<file path="config.mk">
export PLATFORM = sky130hd
export DESIGN_NAME = jt6295_serial_mc
export DESIGN_NICKNAME = d
export VERILOG_FILES = /design/src/rtl/jt6295_pkg.sv /design/src/rtl/jt6295_csr_ring.sv /design/src/rtl/jt6295_serial_mc.sv
export SDC_FILE = /design/constraint.sdc
export NUM_CORES = 1
export LEC_CHECK = 0
export CAP_MARGIN = 20
export CORE_MARGIN = 8
export CORE_UTILIZATION = 55
export CTS_BUF_LIST = sky130_fd_sc_hd__clkbuf_16
export DETAILED_ROUTE_END_ITERATION = 16
export PLACE_DENSITY = 0.77
export SETUP_SLACK_MARGIN = 0.5
export SYNTH_ARGS = -nofsm -noshare
export SYNTH_HDL_FRONTEND = slang
export SYNTH_SLANG_ARGS = --single-unit
</file>
<file path="constraint.sdc">
create_clock -name clk -period 12.5 [get_ports clk]
set_input_delay 2.5 -clock clk [delete_from_list [all_inputs] [get_ports clk]]
set_output_delay 2.5 -clock clk [all_outputs]
set_load 0.005 [all_outputs]
</file>
<file path="src/rtl/jt6295_pkg.sv">
`timescale 1ns/1ps
// jt6295_pkg
// Shared definitions for the JT6295 serial channel sequencer:
//   - slot_w()     : slot index width for a given channel count
//   - csr_w()      : width of one per-channel state word in the CSR ring
//   - OFF_* / off_*: bit offsets of the fields inside a state word
//   - NIB_HI/NIB_LO: value of cnt[0] selecting the high / low ROM nibble
// Build option: JT6295_LOOP_EN adds an AW-bit loop-start field to each
// state word.
package jt6295_pkg;

   localparam logic NIB_HI = 1'b0;
   localparam logic NIB_LO = 1'b1;

   // State word layout, LSB first:
   //   busy | loop | att[ATTW] | stop[AW] | cnt[AW+1] | lstart[AW] (loop build)
   localparam int OFF_BUSY = 0;
   localparam int OFF_LOOP = 1;
   localparam int OFF_ATT  = 2;

   function automatic int slot_w(input int ch);
      return (ch <= 2) ? 1 : $clog2(ch);
   endfunction

   function automatic int off_stop(input int attw);
      return OFF_ATT + attw;
   endfunction

   function automatic int off_cnt(input int aw, input int attw);
      return OFF_ATT + attw + aw;
   endfunction

   function automatic int off_lstart(input int aw, input int attw);
      return OFF_ATT + attw + aw + (aw + 1);
   endfunction

   function automatic int csr_w(input int aw, input int attw);
`ifdef JT6295_LOOP_EN
      return aw + (aw + 1) + attw + 2 + aw;
`else
      return aw + (aw + 1) + attw + 2;
`endif
   endfunction

endpackage

</file>
<file path="src/rtl/jt6295_csr_ring.sv">
`timescale 1ns/1ps
// jt6295_csr_ring
// CH-stage circular shift register holding one state word per channel.
// Stage 0 always holds the channel of the current slot; on every cen4 the
// updated word for that channel enters at the tail while the ring advances,
// so a single update datapath serves every channel.
// Ports:
//   clk_i   : system clock
//   rst_n_i : synchronous active-low reset, clears every stage
//   cen4_i  : shift enable (one slot per pulse)
//   din_i   : updated state word of the current slot
//   dout_o  : state word of the current slot
module jt6295_csr_ring #(
   parameter int CH = 4,
   parameter int W  = 8
) (
   input  logic         clk_i,
   input  logic         rst_n_i,
   input  logic         cen4_i,
   input  logic [W-1:0] din_i,
   output logic [W-1:0] dout_o
);

   logic [W-1:0] ring_q [CH];

   always_ff @(posedge clk_i) begin
      if (!rst_n_i) begin
         for (int i = 0; i < CH; i++) ring_q[i] <= '0;
      end else if (cen4_i) begin
         for (int i = 0; i < CH - 1; i++) ring_q[i] <= ring_q[i+1];
         ring_q[CH-1] <= din_i;
      end
   end

   assign dout_o = ring_q[0];

endmodule

</file>
<file path="src/rtl/jt6295_serial_mc.sv">
`timescale 1ns/1ps
// jt6295_serial_mc
// Time-multiplexed ADPCM channel sequencer. One channel slot is serviced per
// cen4; the slot's ROM nibble address is issued and a serial stream
// (pipe_en/pipe_att/pipe_data/pipe_slot) feeds the shared decoder two cen4
// later. Commands (start/stop bits plus one shared parameter set) are
// captured at the frame boundary and applied on each channel's own slot.
// Ports:
//   clk, rst_n (sync, active-low), cen4 (slot advance enable)
//   start_addr/stop_addr/att/loop : parameters for channels started this frame
//   start/stop  : per-channel command bits       busy : per-channel playing
//   zero        : current slot is CH-1           slot : current slot
//   rom_addr    : ROM byte address of this slot  rom_data : ROM byte, one cen4 later
//   pipe_en/pipe_att/pipe_data/pipe_slot : serial sample stream
// Build option: JT6295_LOOP_EN enables loop playback (loop input and
// per-channel loop-start storage). Without it, reaching stop ends playback.
module jt6295_serial_mc
   import jt6295_pkg::*;
#(
   parameter  int CH   = 4,
   parameter  int AW   = 18,
   parameter  int ATTW = 4,
   localparam int SW   = slot_w(CH)
) (
   input  logic            clk,
   input  logic            rst_n,
   input  logic            cen4,
   input  logic [AW-1:0]   start_addr,
   input  logic [AW-1:0]   stop_addr,
   input  logic [ATTW-1:0] att,
   input  logic            loop,
   input  logic [CH-1:0]   start,
   input  logic [CH-1:0]   stop,
   output logic [CH-1:0]   busy,
   output logic            zero,
   output logic [SW-1:0]   slot,
   output logic [AW-1:0]   rom_addr,
   input  logic [7:0]      rom_data,
   output logic            pipe_en,
   output logic [ATTW-1:0] pipe_att,
   output logic [3:0]      pipe_data,
   output logic [SW-1:0]   pipe_slot
);

   localparam int CSRW   = csr_w(AW, ATTW);
   localparam int O_STOP = off_stop(ATTW);
   localparam int O_CNT  = off_cnt(AW, ATTW);
   localparam logic [SW-1:0] LAST_SLOT = SW'(CH - 1);

   logic [SW-1:0]   slot_q, slot_d;
   logic            frame_end;
   logic [CH-1:0]   start_lat_q, stop_lat_q, busy_q;
   logic [AW-1:0]   sa_lat_q, ea_lat_q;
   logic [ATTW-1:0] att_lat_q;

   logic [CSRW-1:0] csr_q, csr_d;
   logic [AW:0]     cnt_h, cnt_d;
   logic [AW-1:0]   stop_h, stop_d;
   logic [ATTW-1:0] att_h, att_d;
   logic            busy_h, busy_d;
   logic            start_hit, stop_hit, at_end;

   logic            s1_sel_q, s1_en_q;
   logic [ATTW-1:0] s1_att_q;
   logic [SW-1:0]   s1_slot_q;
   logic            pipe_en_q;
   logic [ATTW-1:0] pipe_att_q;
   logic [3:0]      pipe_data_q;
   logic [SW-1:0]   pipe_slot_q;

`ifdef JT6295_LOOP_EN
   localparam int O_LSTART = off_lstart(AW, ATTW);
   logic            loop_lat_q;
   logic            loop_h, loop_d;
   logic [AW-1:0]   lstart_h, lstart_d;
   assign loop_h   = csr_q[OFF_LOOP];
   assign lstart_h = csr_q[O_LSTART +: AW];
`else
   logic            loop_unused;
   assign loop_unused = loop ^ csr_q[OFF_LOOP];
`endif

   jt6295_csr_ring #(.CH(CH), .W(CSRW)) u_ring (
      .clk_i   (clk),
      .rst_n_i (rst_n),
      .cen4_i  (cen4),
      .din_i   (csr_d),
      .dout_o  (csr_q)
   );

   assign frame_end = (slot_q == LAST_SLOT);
   assign slot_d    = frame_end ? '0 : slot_q + SW'(1);

   assign cnt_h  = csr_q[O_CNT +: AW+1];
   assign stop_h = csr_q[O_STOP +: AW];
   assign att_h  = csr_q[OFF_ATT +: ATTW];
   assign busy_h = csr_q[OFF_BUSY];

   assign start_hit = start_lat_q[slot_q];
   assign stop_hit  = stop_lat_q[slot_q];
   // cnt points at the nibble issued last frame; the channel is finished
   // once that nibble was the low nibble of the stop byte or lay beyond it.
   assign at_end    = (cnt_h >= {stop_h, NIB_LO});

   // Single update datapath for the channel sitting at the ring head.
   always_comb begin
      cnt_d  = cnt_h;
      stop_d = stop_h;
      att_d  = att_h;
      busy_d = busy_h;
`ifdef JT6295_LOOP_EN
      loop_d   = loop_h;
      lstart_d = lstart_h;
`endif
      if (start_hit) begin
         cnt_d  = {sa_lat_q, NIB_HI};
         stop_d = ea_lat_q;
         att_d  = att_lat_q;
         busy_d = 1'b1;
`ifdef JT6295_LOOP_EN
         loop_d   = loop_lat_q;
         lstart_d = sa_lat_q;
`endif
      end else if (stop_hit) begin
         busy_d = 1'b0;
      end else if (busy_h && at_end) begin
`ifdef JT6295_LOOP_EN
         if (loop_h) cnt_d = {lstart_h, NIB_HI};
         else        busy_d = 1'b0;
`else
         busy_d = 1'b0;
`endif
      end else if (busy_h) begin
         cnt_d = cnt_h + {{AW{1'b0}}, 1'b1};
      end
   end

   always_comb begin
      csr_d = '0;
      csr_d[O_CNT +: AW+1]  = cnt_d;
      csr_d[O_STOP +: AW]   = stop_d;
      csr_d[OFF_ATT +: ATTW] = att_d;
      csr_d[OFF_BUSY]       = busy_d;
`ifdef JT6295_LOOP_EN
      csr_d[OFF_LOOP]       = loop_d;
      csr_d[O_LSTART +: AW] = lstart_d;
`endif
   end

   always_ff @(posedge clk) begin
      if (!rst_n) begin
         slot_q      <= '0;
         start_lat_q <= '0;
         stop_lat_q  <= '0;
         sa_lat_q    <= '0;
         ea_lat_q    <= '0;
         att_lat_q   <= '0;
`ifdef JT6295_LOOP_EN
         loop_lat_q  <= 1'b0;
`endif
         busy_q      <= '0;
         s1_sel_q    <= 1'b0;
         s1_en_q     <= 1'b0;
         s1_att_q    <= '0;
         s1_slot_q   <= '0;
         pipe_en_q   <= 1'b0;
         pipe_att_q  <= '0;
         pipe_data_q <= '0;
         pipe_slot_q <= '0;
      end else if (cen4) begin
         slot_q         <= slot_d;
         busy_q[slot_q] <= busy_d;
         // Slot CH-1's old bits are consumed on this same edge, so the
         // capture can overwrite the whole latch set.
         if (frame_end) begin
            start_lat_q <= start;
            stop_lat_q  <= stop;
            sa_lat_q    <= start_addr;
            ea_lat_q    <= stop_addr;
            att_lat_q   <= att;
`ifdef JT6295_LOOP_EN
            loop_lat_q  <= loop;
`endif
         end else begin
            start_lat_q[slot_q] <= 1'b0;
            stop_lat_q[slot_q]  <= 1'b0;
         end
         // Stage 1: what the ROM byte arriving next cen4 is for.
         s1_sel_q    <= cnt_d[0];
         s1_en_q     <= busy_d;
         s1_att_q    <= att_d;
         s1_slot_q   <= slot_q;
         // Stage 2: nibble pick from the ROM byte.
         pipe_en_q   <= s1_en_q;
         pipe_att_q  <= s1_att_q;
         pipe_slot_q <= s1_slot_q;
         pipe_data_q <= (s1_sel_q == NIB_LO) ? rom_data[3:0] : rom_data[7:4];
      end
   end

   assign busy      = busy_q;
   assign zero      = frame_end;
   assign slot      = slot_q;
   assign rom_addr  = cnt_d[AW:1];
   assign pipe_en   = pipe_en_q;
   assign pipe_att  = pipe_att_q;
   assign pipe_data = pipe_data_q;
   assign pipe_slot = pipe_slot_q;

endmodule

</file>
==> flow_metrics.py <==
metrics = {
    "timing": {
        "rsz0062_at_grt": "no",
        "drv_slew": 0,
        "hold_violations": 0,
        "fmax_mhz": 153,
        "min_period_ps": 6520,
        "setup_viol": 0,
        "tightest_slew_ps": 1040,
        "tns_ps": 0,
        "slew_headroom_pct": 30.4,
        "skew_ps": 10.7,
        "fin_crit_sh_pct": 52.2,
    },
    "synthesis": {
        "syn-num-nets": 1038,
        "yosys.area.top_type": "edfxtp_1",
        "yosysUniqueCellTypes": 58,
        "synth_warnings": 0,
        "synth-async-reset-ratio_pct": 0,
        "syn_inst": 955,
        "ys.flop_type": "edfxtp_1",
        "ys_seq_area_share_pct": 60.5,
        "synth_top_area_share_pct": 46.9,
        "synth-edff-count": 168,
        "syn_avg_cell_area_um2": 11.3,
        "synth_seq_cells": 241,
        "synth.area.top_cells": "edfxtp_1, dfxtp_1, and3_1",
        "synthesis.area_um2": 10800,
    },
    "cts": {
        "cts_buffer_depth": 3,
        "clk_pin_slew_ps": 60,
        "cts-buffers-inserted": 25,
        "hold_buffers": 0,
        "post_cts_resized": 0,
        "clk_latency_ps": 520,
        "cts_root_buf": "clkbuf_16",
        "post-cts-setup-buffer-count": 0,
        "cts-htree-levels": 1,
        "clock-sinks": 241,
        "cts_tree": "yes",
    },
    "route": {
        "via_count": 7254,
        "vias_per_cell": 5.68,
        "avgRoutedWirePerCell_um": 18.1,
        "drt-initial-drc-count": 775,
        "dr.pass1.iters": 5,
        "wl_um": 23100,
        "drc": 0,
        "antenna_left": 0,
    },
    "finish": {
        "drive_gt1_share_pct": 6.32,
        "final_nets": 1076,
        "area_delta_synth_final_pct": 15.3,
        "layout_common_cells": "edfxtp_1, nand2_1, and3_1",
        "final_util_pct": 64.1,
        "fin_cells": 1277,
        "design_area_um2": 12400,
        "fillerInstances": 1522,
        "layout_commonest_cell": "edfxtp_1",
        "antennaDiodeCount": 0,
    },
    "critical_path": {
        "cp_max_fo": 10,
        "worst_setup_path_end_kind": "output pin",
        "crit_chain": "ha_1, a21oi_1, o21ai_0, a2111o_1, a2111oi_4, mux2_2, nand2_1, clkdlybuf4s50_1",
        "rr_startpoint": "u_ring.ring_q[0][28]",
        "cp_top_family": "compound AO/OA/AOI/OAI gates",
        "cp_data_arrival_time_ps": 4020,
        "r2r_cells": 7,
        "critPathKind": "reg -> out",
        "start_kind": "flip-flop",
        "max_stage_delay_ps": 680,
        "reg2reg_to": "u_ring.ring_q[3][25]",
        "required_ps": 10000,
        "cp_num_buf_inv": 1,
        "cp_slowest_cell": "a2111o_1",
        "ff2ff_setup_slack_ps": 9250,
    },
    "floorplan": {
        "dieArea_um2": 24300,
        "die_w_um": 156,
        "ios": 96,
        "initial_utilization_pct": 55.7,
        "die_h_um": 156,
        "rows": 51,
        "core_area_um2": 19300,
    },
    "place": {
        "dpl_cell_area_um2": 11700,
        "io_buffer_count": 94,
        "hpwl_um": 14400,
        "dpl.cell_count": 1230,
        "place_congestion": 0.796,
    },
    "hold_path": {
        "hp-start": "s1_att_q[2]",
        "min_to": "s1_att_q[2]",
        "hold_path.class": "reg -> reg",
        "whs_path_depth": 1,
    },
    "power": {
        "leakage_nw": 5.02,
        "ir_worst_vdd_uv": 99.2,
        "p_total_mw": 1.74,
        "power.density_nw_per_um2": 140,
    },
    "global_routing": {
        "globalRouteOverflowTotal": 0,
        "antenna_found_initial": 0,
        "grt_pass1_vias": 7067,
        "grt_max_degree": 104,
        "grt_pass1_wl_um": 37500,
        "grt_usage_pct": 19.2,
    },
    "run_status": {
        "status": "completed",
    },
    "run": {
        "drv_cap": 0,
    },
}
worst register-to-register path, cell delays in order, from the launching register on:
cell and delay [ps]:
edfxtp_1 520, ha_1 350, a21oi_1 120, o21ai_0 150
a2111o_1 680, a2111oi_4 650, mux2i_1 360, a211oi_1 120
metal layers:
metal  GRT usage (%)  vias to the layer above  share of wire, %
met5               0                        -                 0
met4            4.76                        0               1.9
met2            30.8                      196                47
li1                -                     3495                 -
met1            25.7                     3534                45
met3            4.63                       29               6.4
cell usage after synthesis (11+ instances only):
master	number
nor2b_1	18
edfxtp_1	168
nand3_1	11
nor2_1	21
mux2i_1	21
inv_1	26
a21oi_1	48
and3_1	134
o21ai_0	13
ha_1	23
buf_4	19
dfxtp_1	73
nand4_1	11
a21boi_0	42
clkbuf_1	61
nand2_1	157
layout make-up:
class,count,area [um^2],area share (%)
clock buffers,25,626,5.04
clock inverters,21,97.6,0.787
inverters,26,103,0.827
multi-input cells,597,3740,30.1
flip-flops and latches,241,6510,52.5
well taps,265,332,2.67
repair buffers,102,1000,8.07
kinds of logic after synthesis:
kind of cell,synth area share [%]
AOI/OAI and AO/OA,10.6
and+or+nand+nor,18.1
muxes,2.37
DFF,60.5
buffers and inverters,4.92
adders and majority gates,2.67
xor gates and xnor gates,0.814
worst max path at each step:
| stage | end | from | cells past startpoint |
|---|---|---|---|
| final | rom_addr[1] | u_ring.ring_q[0][28] | 8 |
| after global placement | rom_addr[4] | u_ring.ring_q[0][28] | 8 |
| after detailed placement | rom_addr[4] | u_ring.ring_q[0][28] | 8 |
| after floorplan | u_ring.ring_q[0][0] | cen4 | 4 |
| after global routing | rom_addr[1] | u_ring.ring_q[0][28] | 8 |
| after CTS | rom_addr[4] | u_ring.ring_q[0][28] | 8 |
flip-flops by register name, indices dropped and copies added (netlist names), 2 cells and up, named ones only:
register       count
stop_lat_q         3
pipe_data          4
s1_att_q           4
att_lat_q          4
ea_lat_q          18
s1_slot_q          2
pipe_att           4
u_ring.ring_q    168
busy               4
pipe_slot          2
slot               2
start_lat_q        3
sa_lat_q          18
stage by stage:
| step | hold slack [ps] | worst slack, ps |
|---|---|---|
| after floorplan | 426 | 5670 |
| after CTS | 459 | 5780 |
| after detailed placement | 445 | 6390 |
| after global routing | 481 | 5790 |
| final | 457 | 5980 |
| after global placement | 435 | 6590 |
report_power, final:
group | internal (mW) | switching (mW)
clock network | 0.364 | 0.297
registers | 0.896 | 0.0215
logic | 0.0712 | 0.0895
Note: power is estimated with default switching activity, not from simulation.
==> edit 1 (same settings) <==
Put a register stage on the outputs `zero` and `rom_addr`, without a reset. The values now appear one clock later. The other outputs are not delayed to match.
--- a/src/rtl/jt6295_serial_mc.sv
+++ b/src/rtl/jt6295_serial_mc.sv
@@ -200,7 +200,9 @@
 
    assign busy      = busy_q;
-   assign zero      = frame_end;
    assign slot      = slot_q;
-   assign rom_addr  = cnt_d[AW:1];
+   always_ff @(posedge clk) begin
+      zero     <= frame_end;
+      rom_addr <= cnt_d[AW:1];
+   end
    assign pipe_en   = pipe_en_q;
    assign pipe_att  = pipe_att_q;
Function: changed (a bounded check fails within 4 cycles, from zero or initial values and one cycle with rst_n low).
==> edit 1 against the original RTL <==
- final area rose by 3.0%
- sequential power rose by 7.2%
- synthesized area rose by 1.2%
- clock skew rose by 0.0026 ns
- wire length rose by 3.5%
- synthesized cell count rose by 0.63%
- via count rose by 3.1%
- total power rose by 5.8%
- combinational power fell by 14%
- sequential cell count rose by 19
- global-route usage rose by 0.13 points
- worst setup slack improved by 1.9 ns
- largest cell class unchanged
- highest routed layer unchanged
==> edit 1: results (changes against the original RTL) <==
Status
  – Outcome: finished, final reports clean

Synthesis
  – Post-Synth XOR/XNOR Area: 0.4826% (-0.33 points)
  – Seq/Total Area, Yosys: 63.24% (+2.8 points)
  – Synthesized flop and latch total: 260 (+7.9%)
  – Synth top cells by count: 168 x edfxtp_1, 163 x nand2_1, 133 x and3_1
  – Post-Syn Nets: 1044 (+0.58%)
  – Largest cells by area after synthesis: edfxtp_1 46%, dfxtp_1 17%, and3_1 7.6%
  – Synth unique cells: 51 (-12%)
  – Mux cell area share after synthesis: 1.965% (-0.41 points)

Setup path
  – CP max-delay cell: nor2b_1
  – R2r startpoint: slot[0]$_SDFFE_PN0P_
  – Reg2reg end: u_ring.ring_q[3][37]$_SDFFCE_PN0P_
  – Critical path arrival: 4.82 ns (+0.80 ns)

STA
  – Least-Margin Pin Slew: 1.118 ns (+0.07338 ns)

Placement
  – Place WS: 7.224 ns (+0.8394 ns)

Finish
  – Inverters: 29 (+12%)
  – Data buffer area share: 7.955% (-0.12 points)
  – Seq area share: 53.92% (+1.5 points)
  – Nets: 1105 (+2.7%)

Routing
  – Routed Wire Length: 23870 um (+3.5%)
  – Vias per cell: 5.721 (+0.71%)

Power and ir drop
  – Sw Ratio: 22.28% (-1.2 points)
  – Maximum vdd ir drop: 0.00009273 V (-6.6%)

Global route
  – Number of global-route vias before repair: 7198 (+1.9%)

Clock network
  – Total CTS buffers: 26 (+4.0%)

Min path
  – Worst Hold End: s1_att_q[1]$_SDFFE_PN0P_
-- edit 1: cell count changes in the layout (fill, tap and decap cells not counted), sizes merged, moves of 6 or more --
cell and delta:
a221oi -6, a31oi +13, dfxtp +19, nand2 +6, nand3 +16, xnor2 -6
-- edit 1: per-layer routing --
metal	vias to the layer above	part of all wire (%)	track usage, %
li1	3572	-	-
met5	-	0	0
met3	45	7.5	4.440
met2	244	46	30.92
met4	0	2.4	5.080
met1	3616	44	25.96
-- edit 1: worst max path at each step --
stage	start	end	slack, ns	cells after the start
after floorplan	cen4	u_ring.ring_q[0][0]$_SDFFCE_PN0P_	5.67	4
after global placement	rst_n	u_ring.ring_q[2][11]$_SDFFCE_PN0P_	7.29	4
after detailed placement	rst_n	u_ring.ring_q[1][10]$_SDFFCE_PN0P_	7.22	4
after CTS	rst_n	u_ring.ring_q[0][13]$_SDFFCE_PN0P_	7.77	4
after global routing	rst_n	u_ring.ring_q[2][32]$_SDFFCE_PN0P_	7.80	5
final	rst_n	u_ring.ring_q[1][31]$_SDFFCE_PN0P_	7.89	5
-- edit 1: metrics by stage --
| step | utilization, % | instance area, um^2 | cells | hold slack (ns) |
|---|---|---|---|---|
| floorplan | - | 10890 | 961 | 0.4260 |
| global placement | 61.44 | 11960 | 1258 | 0.4443 |
| global route | 65.63 | 12770 | 1307 | 0.4874 |
| finish | 65.63 | 12770 | 1307 | 0.4571 |
| CTS | 65.48 | 12740 | 1306 | 0.4604 |
| detailed placement | 61.44 | 11960 | 1258 | 0.4452 |
-- edit 1: power by group through the flow --
stage	clock, mW	combinational, mW	sequential, mW
6_report	0.720	0.138	0.983
5_1_grt	0.764	0.152	0.987
4_1_cts	0.728	0.138	0.983
3_5_place_dp	0	0.136	1.00
3_3_place_gp	0	0.133	0.999
2_1_floorplan	0	0.0793	0.995
==> edit 2 (config.mk and constraints unchanged) <==
Without the edit above. The option `JT6295_LOOP_EN` is turned on by a define.
--- a/src/rtl/jt6295_pkg.sv
+++ b/src/rtl/jt6295_pkg.sv
@@ -8,4 +8,6 @@
 // Build option: JT6295_LOOP_EN adds an AW-bit loop-start field to each
 // state word.
+`define JT6295_LOOP_EN
+
 package jt6295_pkg;
 
Formal check against the unedited RTL: same outputs for any inputs over 4 cycles, from zero or initial values and one cycle with rst_n low; that may be too few to reach the edited logic, so the function may still have changed.
==> edit 2 against the original RTL <==
- clock power grew 40%
- final area is 28% higher
- synthesized cell count increased by 25%
- sequential power grew 33%
- sequential cell count up 77
- register-to-register slack got worse by 0.10 ns
- worst setup slack got worse by 0.088 ns
- synthesized area is 29% higher
- die area grew 26%
- count of clock-buffer cells in the layout increased by 10
- total power rose by 35%
- via count is 28% higher
- wire length up 35%
- critical path type unchanged
- largest power group unchanged
==> edit 2: results (changes against the original RTL) <==
Status
  – Outcome: finished, final reports clean

Synthesis
  – Post-Syn Nets: 1273 (+23%)
  – Post-Synth XOR/XNOR Area: 0% (-0.81 points)
  – Top FF cell, synth: edfxtp_1
  – Seq/Total Area, Yosys: 63.45% (+3.0 points)
  – Post-synthesis adder-cell area fraction: 2.073% (-0.60 points)
  – Mux cell area share after synthesis: 1.902% (-0.47 points)
  – Largest cells by area after synthesis: edfxtp_1 53%, dfxtp_1 11%, and3_1 8.4%
  – Synth unique cells: 71 (+22%)
  – Post-synthesis compound-gate area fraction: 10.44% (-0.20 points)
  – Yosys warnings: 0 (unchanged)
  – Post-synth EDFFs: 244 (+45%)
  – Synth top cells by count: 244 x edfxtp_1, 203 x nand2_1, 186 x and3_1
  – Async S/R FF share, synth: 0% (unchanged)

Clock network
  – H-tree depth: 2 (+1)
  – CTS-repair resized insts: 0 (unchanged)
  – Total CTS buffers: 34 (+36%)
  – Worst-case clock buffer depth: 3 (unchanged)
  – Later-pin clock latency in the skew report: 0.51 ns
  – CTS Root Buffer Type: clkbuf_16
  – Clk pin slew, worst setup/hold paths: 0.06 ns (about the same)
  – Setup bufs post-CTS: 0 (unchanged)

Global route
  – Number of global-route vias before repair: 8838 (+25%)
  – Largest net degree at the start of global routing: 159 (+53%)
  – Initial antenna violation count: 1 (+1)
  – Global Route Usage Sum: 20.09% (+0.93 points)
  – First-pass GRT wire length: 49380 um (+32%)

Placement
  – Detailed placement HPWL: 19340 um (+34%)
  – DP Area: 14850 um^2 (+27%)
  – Placer Congestion: 0.8888 (+12%)
  – # port buffers: 95 (+1.1%)

Setup path
  – Critical Path Fanout Max: 12 (+2)
  – Critical path arrival: 4.11 ns (+0.09 ns)

Run
  – # Max-Cap Violations: 0 (unchanged)

Finish
  – Antenna diode count: 0 (unchanged)
  – Layout cells sized above 1: 6.880% (+0.56 points)
  – Biggest regs: u_ring.ring_q (244), ea_lat_q (18), sa_lat_q (18)

Routing
  – Routed Wire Length: 31050 um (+35%)
  – Vias per cell: 5.863 (+3.2%)
  – DRT Pass-1 Iters: 5 (unchanged)
  – Initial DRC Count: 945 (+22%)

STA
  – Least-Margin Pin Slew: 1.116 ns (+0.07133 ns)
  – Final Skew: 0.01537 ns (+0.004622 ns)

Power and ir drop
  – Maximum vdd ir drop: 0.0001108 V (+12%)
  – Lkg Pwr: 6.482 nW (+29%)

Min path
  – Hold Path Class: reg -> reg
==> edit 2: per-stage QoR <==
step                      setup slack, ns  hold WS, ns  instances  total power, mW
final                               5.890       0.4526       1580            2.344
after global routing                5.641       0.4746       1580            2.422
after detailed placement            6.485       0.4439       1519            1.441
after CTS                           5.918       0.4579       1580            2.360
after global placement              6.601       0.4362       1519            1.436
after floorplan                     4.127       0.4248       1190            1.371
==> edit 2: final timing paths <==
path                                                         start                                  to  slack (ns)  depth (start not counted)
worst max-delay path            u_ring.ring_q[0][32]$_SDFFCE_PN0P_                        rom_addr[15]        5.89                         10
worst min-delay path                      s1_att_q[1]$_SDFFE_PN0P_            s1_att_q[1]$_SDFFE_PN0P_        0.45                          1
worst max register to register  u_ring.ring_q[0][32]$_SDFFCE_PN0P_  u_ring.ring_q[3][40]$_SDFFCE_PN0P_        9.15                          9
worst min register to register            s1_att_q[1]$_SDFFE_PN0P_            s1_att_q[1]$_SDFFE_PN0P_        0.45                          1
==> edit 2: per-layer routing <==
layer | vias to the layer above | share of wire [%] | track usage, %
met1 | 4564 | 45 | 28.97
met4 | 2 | 1.8 | 6.146
met3 | 42 | 6.9 | 3.993
li1 | 4355 | - | -
met2 | 300 | 46 | 30.26
met5 | - | 0.055 | 0
==> edit 2: area by class of cell <==
type                       count  area (um^2)
clock buffer                  35        875.8
sequential                   318         8808
inverter                      30        120.1
fill                        1926         9099
tap                          330        412.9
timing repair buffer         105         1021
multi-input combinational    736         4486
clock inverter                26        141.4
==> edit 2: power by group <==
part	switching (mW)	internal (mW)
clock network	0.396	0.527
logic	0.116	0.0806
registers	0.0266	1.20
==> edit 2: cell families after synthesis <==
logic type      Yosys count
simple gates            484
fa+ha+maj                23
mux                      25
flops                   318
compound gates          204
buf+inv                 136
==> edit 2: worst max-delay path: stages, from the launching register on <==
cell	delay, ns
edfxtp_1	0.52
ha_1	0.36
nand4_2	0.15
o21ai_1	0.09
a311o_1	0.38
o21a_4	0.24
o211ai_2	0.48
nor2_1	0.21
o31ai_1	0.51
o21ai_0	0.15
clkdlybuf4s50_1	0.50
